$ cat config.mk
export PLATFORM = sky130hd
export DESIGN_NAME = arbitro_escrita_banco
export DESIGN_NICKNAME = d
export VERILOG_FILES = /design/src/rtl/arbitro_escrita_banco.sv
export SDC_FILE = /design/constraint.sdc
export NUM_CORES = 1
export LEC_CHECK = 0
export ABC_AREA = 1
export ABC_CLOCK_PERIOD_IN_PS = 4200
export CAP_MARGIN = 20
export CORE_MARGIN = 8
export CORE_UTILIZATION = 39
export CTS_BUF_LIST = sky130_fd_sc_hd__clkbuf_8
export DETAILED_ROUTE_END_ITERATION = 8
export PLACE_DENSITY = 0.82
export RECOVER_POWER = 50
export REMOVE_ABC_BUFFERS = 1
export SETUP_SLACK_MARGIN = 0.4
export SLEW_MARGIN = 20
export SYNTH_ARGS = -nofsm -noshare
export SYNTH_HDL_FRONTEND = slang
export SYNTH_SLANG_ARGS = --single-unit
$ cat constraint.sdc
create_clock -name ck -period 4.2 [get_ports ck]
set_clock_uncertainty 0.2 [all_clocks]
set_input_delay 1.05 -clock ck [delete_from_list [all_inputs] [get_ports ck]]
set_output_delay 1.05 -clock ck [all_outputs]
set_load 0.03 [all_outputs]
$ cat src/rtl/arbitro_escrita_banco.sv
// Write-port arbiter for the MIPS register file: requester 0 has fixed priority, the others
// share the port round-robin with starvation preemption; the winning write is registered.
module arbitro_escrita_banco #(
    parameter int unsigned N_REQ      = 4,
    parameter int unsigned ADDR_W     = 5,
    parameter int unsigned DATA_W     = 32,
    parameter int unsigned STARVE_MAX = 8
) (
    input  logic                     ck,
    input  logic                     reset_n,
    input  logic [N_REQ-1:0]         req_valid,
    input  logic [N_REQ*ADDR_W-1:0]  req_addr,
    input  logic [N_REQ*DATA_W-1:0]  req_data,
    output logic [N_REQ-1:0]         req_ready,
    output logic [ADDR_W-1:0]        A3,
    output logic [DATA_W-1:0]        WD3,
    output logic                     WE3,
    output logic [$clog2(N_REQ)-1:0] grant_id,
    output logic                     zero_drop
);
    localparam int unsigned ID_W       = $clog2(N_REQ);
    localparam logic [7:0]  STARVE_LIM = 8'(STARVE_MAX);

    logic [7:0]        wait_cnt [1:N_REQ-1];
    logic [ID_W-1:0]   rr_ptr;
    logic [ID_W-1:0]   scan_idx [N_REQ-1];
    logic              sel_any;
    logic [ID_W-1:0]   sel_id;
    logic [ADDR_W-1:0] sel_addr;
    logic [DATA_W-1:0] sel_data;

    // Scan order over requesters 1..N_REQ-1, starting at rr_ptr and wrapping back to 1.
    always_comb begin
        for (int unsigned k = 0; k < N_REQ - 1; k++) begin
            int unsigned pos;
            pos = 32'(rr_ptr) + k;
            if (pos >= N_REQ) pos = pos - (N_REQ - 1);
            scan_idx[k] = ID_W'(pos);
        end
    end

    always_comb begin
        sel_any = 1'b0;
        sel_id  = '0;
        for (int unsigned k = 0; k < N_REQ - 1; k++) begin
            if (!sel_any && req_valid[scan_idx[k]] && wait_cnt[scan_idx[k]] == STARVE_LIM) begin
                sel_any = 1'b1;
                sel_id  = scan_idx[k];
            end
        end
        if (!sel_any && req_valid[0]) begin
            sel_any = 1'b1;
            sel_id  = '0;
        end
        for (int unsigned k = 0; k < N_REQ - 1; k++) begin
            if (!sel_any && req_valid[scan_idx[k]]) begin
                sel_any = 1'b1;
                sel_id  = scan_idx[k];
            end
        end
    end

    assign sel_addr = req_addr[sel_id*ADDR_W +: ADDR_W];
    assign sel_data = req_data[sel_id*DATA_W +: DATA_W];

    always_comb begin
        req_ready = '0;
        if (reset_n && sel_any) req_ready[sel_id] = 1'b1;
    end

    always_ff @(posedge ck or negedge reset_n) begin
        if (!reset_n) begin
            for (int i = 1; i < N_REQ; i++) wait_cnt[i] <= '0;
            rr_ptr    <= ID_W'(1);
            WE3       <= 1'b0;
            A3        <= '0;
            WD3       <= '0;
            grant_id  <= '0;
            zero_drop <= 1'b0;
        end else begin
            for (int i = 1; i < N_REQ; i++) begin
                if (!req_valid[i] || (sel_any && sel_id == ID_W'(i))) begin
                    wait_cnt[i] <= '0;
                end else if (wait_cnt[i] != STARVE_LIM) begin
                    wait_cnt[i] <= wait_cnt[i] + 8'd1;
                end
            end
            if (sel_any) begin
                grant_id <= sel_id;
                if (sel_id != '0) begin
                    rr_ptr <= (sel_id == ID_W'(N_REQ - 1)) ? ID_W'(1) : sel_id + ID_W'(1);
                end
                // Register 0 is hardwired: acknowledge the request but suppress the write.
                if (sel_addr != '0) begin
                    WE3       <= 1'b1;
                    A3        <= sel_addr;
                    WD3       <= sel_data;
                    zero_drop <= 1'b0;
                end else begin
                    WE3       <= 1'b0;
                    zero_drop <= 1'b1;
                end
            end else begin
                WE3       <= 1'b0;
                zero_drop <= 1'b0;
            end
        end
    end
endmodule

==> results.sh, run 1 <==
export IMPL_fp_dieW_um=127
export IMPL_drc=0
export IMPL_grt_max_degree=68
export IMPL_critPathRequiredTime_ns=2.95
export IMPL_place_ws_ns=-0.407
export IMPL_finalSetupViolCount=4
export IMPL_ys_types=39
export IMPL_violations="capacitance limit, slew limit, setup timing"
export IMPL_r2r_cells=29
export IMPL_antenna_found_initial=0
export IMPL_end_kind="primary output"
export IMPL_drv_slew=68
export IMPL_yosys_most_used_dff="dfrtp_1"
export IMPL_numPortBuffers=198
export IMPL_crit_type="reg -> out"
export IMPL_dieArea_mm2=0.0162
export IMPL_cap_viol_max_count=1
export IMPL_critPathMaxFanout=6
export IMPL_arrival_ns=2.98
export IMPL_clock_sinks=67
export IMPL_yosys_warnings=0
export IMPL_routed_wirelength_mm=19.0
export IMPL_hold_depth=2
export IMPL_vias=5821
export IMPL_post_route_period_util_pct=101
export IMPL_grt_pass1_wl_mm=29.1
export IMPL_wire_per_inst_um=16.7
export IMPL_clockBufferDepth=2
export IMPL_synth_edf_count=0
export IMPL_clock_root_buffer="clkbuf_8"
export IMPL_cts_hold_buf=0
export IMPL_run_status="finished with violations"
export IMPL_start_util_pct=40.1
export IMPL_slew_headroom_pct=-13.4
export IMPL_yosysTopAreaCell="dfrtp_1"
export IMPL_setup_ws_ns=-0.0264
export IMPL_rsz0062_at_grt="true"
export IMPL_yosysSeqAreaShare_pct=34.7
export IMPL_startpoint_type="register"
export IMPL_core_area_mm2=0.0121
export IMPL_gr_total_overflow=0
export IMPL_netlist_instances=713
export IMPL_dp_hpwl_mm=13.8
export IMPL_firstDrtPassIters=5
export IMPL_max_freq_ghz=0.237
export IMPL_chipHeight_um=127
export IMPL_ys_top_cells_by_area="dfrtp_1 34%, nand2_1 13%, nor2_1 8.6%"
export IMPL_drive_gt1_share_pct=19.0
export IMPL_diodes=0
export IMPL_boundaryPins=199
export IMPL_numCtsBuffers=9
export IMPL_row_count=40
export IMPL_hp_class="reg -> reg"
export IMPL_grt_pass1_vias=5742
export IMPL_synth_area_mm2=0.00484
export IMPL_htree_num_levels=3
export IMPL_drtIter0Drc=417
export IMPL_syn_avg_cell_area_um2=6.79
export IMPL_vias_per_cell=5.12
export IMPL_cts_tree="built"
export IMPL_fin_crit_ns=4.23
export IMPL_tightest_slew_ns=1.70
export IMPL_area_growth_pct=66.8
export IMPL_ant_nets=0
export IMPL_clk_latency_ns=0.35
export IMPL_async_reset_ff_share_pct=100
export IMPL_fin_nets=1130
export IMPL_gr_usage_all_layers_pct=22.3
export IMPL_clk_pin_slew_ns=0.09
export IMPL_n_fill_cell=985
export IMPL_synth_seq_cells=67
export IMPL_hold_viol_final=0
export IMPL_synth_top_area_share_pct=34.1
export IMPL_gp_congestion=0.910
-- Yosys cell counts, types with 2 or more instances --
master,count
nand2_2,2
nand3b_1,5
a21oi_1,5
nand3_1,79
nor2_1,111
ha_1,13
nor2_2,4
clkbuf_1,14
dfrtp_1,66
nand3_2,5
nor3_1,8
nor4_1,2
o22ai_1,32
nand2_1,165
o21ai_1,3
a31oi_1,3
buf_2,12
nand4_1,10
buf_6,4
xor2_1,8
nand2_4,3
inv_1,51
nor3b_1,2
xnor2_1,3
a211oi_1,2
buf_4,8
o21ai_0,71
inv_4,2
inv_2,10
-- flip-flops by register name, summed over array words and instances, names as in the netlist --
signal     flops
A3             5
wait_cnt      24
WE3            1
WD3           32
zero_drop      1
rr_ptr         2
grant_id       2
-- final timing paths --
kind                                start           end  slack, ns
worst max-delay path            rr_ptr[0]  req_ready[2]      -0.03
worst min-delay path              WD3[13]       WD3[13]       0.27
worst max register to register  rr_ptr[0]       WD3[14]       0.34
worst min register to register    WD3[13]       WD3[13]       0.27
max in group asynchronous         reset_n   wait_cnt[9]       1.71
min in group asynchronous         reset_n  wait_cnt[23]       1.05
-- worst max-delay path, cell delays in order (launching register included) --
cell and delay, ns:
dfstp_2 0.60, inv_4 0.06, ha_4 0.33, inv_8 0.06, nand2_4 0.08, nand3_4 0.07
nand2_4 0.09, inv_4 0.04, nand3_4 0.08, nand2_4 0.06, nor2_4 0.13, nand2_4 0.08
nor2_8 0.11, buf_6 0.12, nand4_4 0.10, nand2_8 0.14, clkinv_4 0.08, ha_4 0.16
inv_4 0.05, nor2_4 0.03, buf_6 0.13
-- cell type report --
class	instances	area, um2	area share [%]
repair buffers	277	2710	33.5
clock inverters	6	72.6	0.899
flip-flops and latches	67	1680	20.8
inverters	64	267	3.30
well taps	168	210	2.60
clock buffers	10	138	1.71
multi-input cells	544	3000	37.2
-- kinds of logic after synthesis --
group | count (synthesis) | share of synthesized area [%]
AND/OR/NAND/NOR | 401 | 36.9
AO/OA/AOI/OAI | 119 | 13.5
buffers and inverters | 102 | 9.57
flip-flops | 67 | 34.7
adder cells (fa/ha/maj) | 13 | 3.36
XOR/XNOR | 11 | 1.99
-- through the flow --
stage / hold WS, ns / util [%] / std cells / TNS (ns) / instance area (um2)
2_1_floorplan: 0.308 / - / 675 / -59.77 / 4620
3_3_place_gp: 0.252 / 59.8 / 1094 / -6.74 / 7210
3_5_place_dp: 0.257 / 59.8 / 1094 / -7.83 / 7210
4_1_cts: 0.277 / 64.0 / 1124 / -0.0878 / 7710
5_1_grt: 0.286 / 66.9 / 1136 / -0.589 / 8070
6_report: 0.269 / 66.9 / 1136 / -0.0786 / 8070
-- what timing repair did --
action / CTS / global route
resized for setup: 57 / 56
buffers inserted: 14 / 7
pin swaps: 24 / 27
cloned: 0 / 5
endpoints found under the setup margin: 43 / 43
-- layout by cell type (no fill, tap or decap), drive strengths merged, types with 15 or more instances in the layout --
master           n
nand2          170
clkdlybuf4s50  169
nor2           117
nand3           84
buf             80
o21ai           74
dfrtp           66
inv             64
o22ai           32
dlygate4sd3     20
clkbuf          15
-- layer usage --
metal  vias up  GRT usage (%)  wire length [um]
met5         -              0                 0
met4         0           6.30               374
met3        27           9.48              1820
met2       208           39.3              9720
met1      2733           23.8              7100
li1       2853              -                 -
Power of run 1 is not shown: default switching activity piles up to over one toggle a cycle in this logic, so the estimate is an artifact.
==> run 2, diff against run 1 <==
--- a/config.mk
+++ b/config.mk
@@ -6,7 +6,7 @@
 export NUM_CORES = 1
 export LEC_CHECK = 0
 export ABC_AREA = 1
-export ABC_CLOCK_PERIOD_IN_PS = 4200
+export ABC_CLOCK_PERIOD_IN_PS = 3600
 export CAP_MARGIN = 20
 export CORE_MARGIN = 8
 export CORE_UTILIZATION = 39
==> constraint.sdc (replaced) <==
create_clock -name ck -period 3.6 [get_ports ck]
set_clock_uncertainty 0.2 [all_clocks]
set_input_delay 0.9 -clock ck [delete_from_list [all_inputs] [get_ports ck]]
set_output_delay 0.9 -clock ck [all_outputs]
set_load 0.03 [all_outputs]
==> run 2 against run 1 <==
- routed wire length rose by 20%
- global-route usage rose by 3.6 points
- non-clock buffer count rose by 33
- the run still ends with capacitance limit, slew limit, setup timing left
- largest cell class unchanged
- worst setup slack got worse by 0.57 ns
- hold slack improved by 0.016 ns
- critical path type unchanged
- final cell count rose by 2.9%
- via count rose by 11%
==> results.sh, run 2 (synthesis gave the netlist of run 1 again) <==
export IMPL_violations="capacitance limit, slew limit, setup timing"
export IMPL_setup_ws_ns=-0.596
export IMPL_arrival_ns=3.10
export IMPL_run_status="finished with violations"
export IMPL_ant_nets=0
export IMPL_routed_wirelength_mm=22.8
export IMPL_clock_root_buffer="clkbuf_8"
export IMPL_vias_per_cell=5.51
export IMPL_fp_dieW_um=127
export IMPL_dieArea_mm2=0.0162
export IMPL_wire_per_inst_um=19.5
export IMPL_holdWs_ns=0.284
export IMPL_multi_input_area_mm2=0.00323
export IMPL_area_growth_pct=82.7
export IMPL_largest_register_ffs=32
export IMPL_layout_commonest_cell="clkdlybuf4s50_1"
export IMPL_end_kind="primary output"
export IMPL_gp_congestion=0.894
export IMPL_antenna_found_initial=0
export IMPL_numCtsBuffers=9
export IMPL_cts_hold_buf=0
export IMPL_critPathRequiredTime_ns=2.50
export IMPL_row_count=40
export IMPL_gr_total_overflow=0
export IMPL_r2r_cells=33
export IMPL_n_fill_cell=834
export IMPL_grt_pass1_vias=6477
export IMPL_place_ws_ns=-0.703
export IMPL_start_util_pct=40.1
export IMPL_tightest_slew_ns=1.70
export IMPL_hold_start="WD3[3]"
export IMPL_seqCellArea_mm2=0.00168
export IMPL_clockBufferDepth=2
export IMPL_fin_nets=1163
export IMPL_startpoint_type="register"
export IMPL_regMostFlops="WD3"
export IMPL_instances_no_fill=1169
export IMPL_firstDrtPassIters=6
export IMPL_numPortBuffers=198
export IMPL_boundaryPins=199
export IMPL_post_route_cell_area_mm2=0.00884
export IMPL_clock_sinks=67
export IMPL_crit_type="reg -> out"
export IMPL_largestRegisters="WD3 x32, wait_cnt x24, A3 x5"
export IMPL_chipHeight_um=127
export IMPL_grt_max_degree=68
export IMPL_gr_usage_all_layers_pct=25.9
export IMPL_postPlaceCellArea_mm2=0.00729
export IMPL_vias=6444
export IMPL_cts_tree="built"
export IMPL_slew_headroom_pct=-13.6
export IMPL_reg2reg_from="rr_ptr[0]"
export IMPL_fin_crit_ns=4.20
export IMPL_finalSetupViolCount=45
export IMPL_rsz0062_at_grt="true"
export IMPL_hp_class="reg -> reg"
export IMPL_r2r_end="WD3[8]"
export IMPL_htree_num_levels=3
export IMPL_hold_path_endpoint="WD3[3]"
export IMPL_drtIter0Drc=518
export IMPL_clk_latency_ns=0.35
export IMPL_post_route_period_util_pct=117
export IMPL_hold_viol_final=0
export IMPL_clk_pin_slew_ns=0.07
export IMPL_drive_gt1_share_pct=26.2
export IMPL_grt_pass1_wl_mm=33.3
export IMPL_drc=0
export IMPL_core_area_mm2=0.0121
export IMPL_final_cell_mix="189 x clkdlybuf4s50_1, 141 x nand2_1, 100 x nor2_1"
export IMPL_dp_hpwl_mm=14.2
export IMPL_r2r_setup_slack_ns=-0.55
export IMPL_drv_slew=68
export IMPL_diodes=0
export IMPL_placedCellCount=1105
export IMPL_hold_depth=2
export IMPL_critPathMaxFanout=7
export IMPL_max_freq_ghz=0.238
export IMPL_cap_viol_max_count=1
## run 2: critical path, cell delays in order (launching register included)
cell     delay, ns
dfstp_2       0.60
inv_4         0.05
ha_4          0.34
inv_8         0.06
nand2_4       0.06
nand3_2       0.06
nand2_2       0.10
inv_2         0.05
nand3_2       0.08
nor2_4        0.04
nor2_4        0.16
nand2_4       0.08
nor2_8        0.12
buf_6         0.12
nand4_4       0.09
nand2_4       0.14
ha_2          0.20
inv_1         0.08
nor2_2        0.13
buf_6         0.15
## run 2: how the worst max path moves through the flow
stage,from,to,slack [ns]
5_1_grt,rr_ptr[0],req_ready[1],-0.78
3_5_place_dp,req_valid[3],req_ready[0],-0.70
4_1_cts,rr_ptr[0],req_ready[1],-0.50
2_1_floorplan,rr_ptr[0],A3[0],-1.90
3_3_place_gp,req_valid[3],req_ready[0],-0.63
6_report,rr_ptr[0],req_ready[1],-0.60
## run 2: cell type report
cell class / instances / share of cell area, %
multi-input cells: 544 / 36.5
repair buffers: 310 / 36.3
flip-flops and latches: 67 / 19.0
inverters: 64 / 3.06
well taps: 168 / 2.38
clock buffers: 10 / 1.56
clock inverters: 6 / 1.19
## run 2: metrics by stage
stage                     util, %  setup TNS (ns)
final                        73.3          -22.16
after global routing         73.3          -29.75
after CTS                    70.4          -16.36
after detailed placement     60.4          -28.70
after global placement       60.4          -26.92
after floorplan                 -          -97.53
## run 2: repair_timing
action / CTS / global route
pin swaps: 58 / 27
endpoints found under the setup margin: 69 / 70
cloned: 7 / 0
setup buffers: 34 / 7
gates resized for setup: 131 / 79
## run 2: layer usage
layer	up-vias	global-route usage, %	wire length [um]
met5	-	0	0
met4	0	14.4	1230
met3	102	9.19	2230
met2	400	44.1	11300
met1	3029	27.4	8050
li1	2913	-	-
Power of run 2 is left out for the same reason.
==> run 3, diff against run 2 <==
--- a/config.mk
+++ b/config.mk
@@ -11,6 +11,7 @@
 export CORE_MARGIN = 8
 export CORE_UTILIZATION = 39
 export CTS_BUF_LIST = sky130_fd_sc_hd__clkbuf_8
+export CTS_CLUSTER_DIAMETER = 80
 export DETAILED_ROUTE_END_ITERATION = 8
 export PLACE_DENSITY = 0.82
 export RECOVER_POWER = 50
==> results of run 3 <==
Same layout as run 2: the final DEF is identical, and so are final timing and power.
Power of run 3 is left out for the same reason.
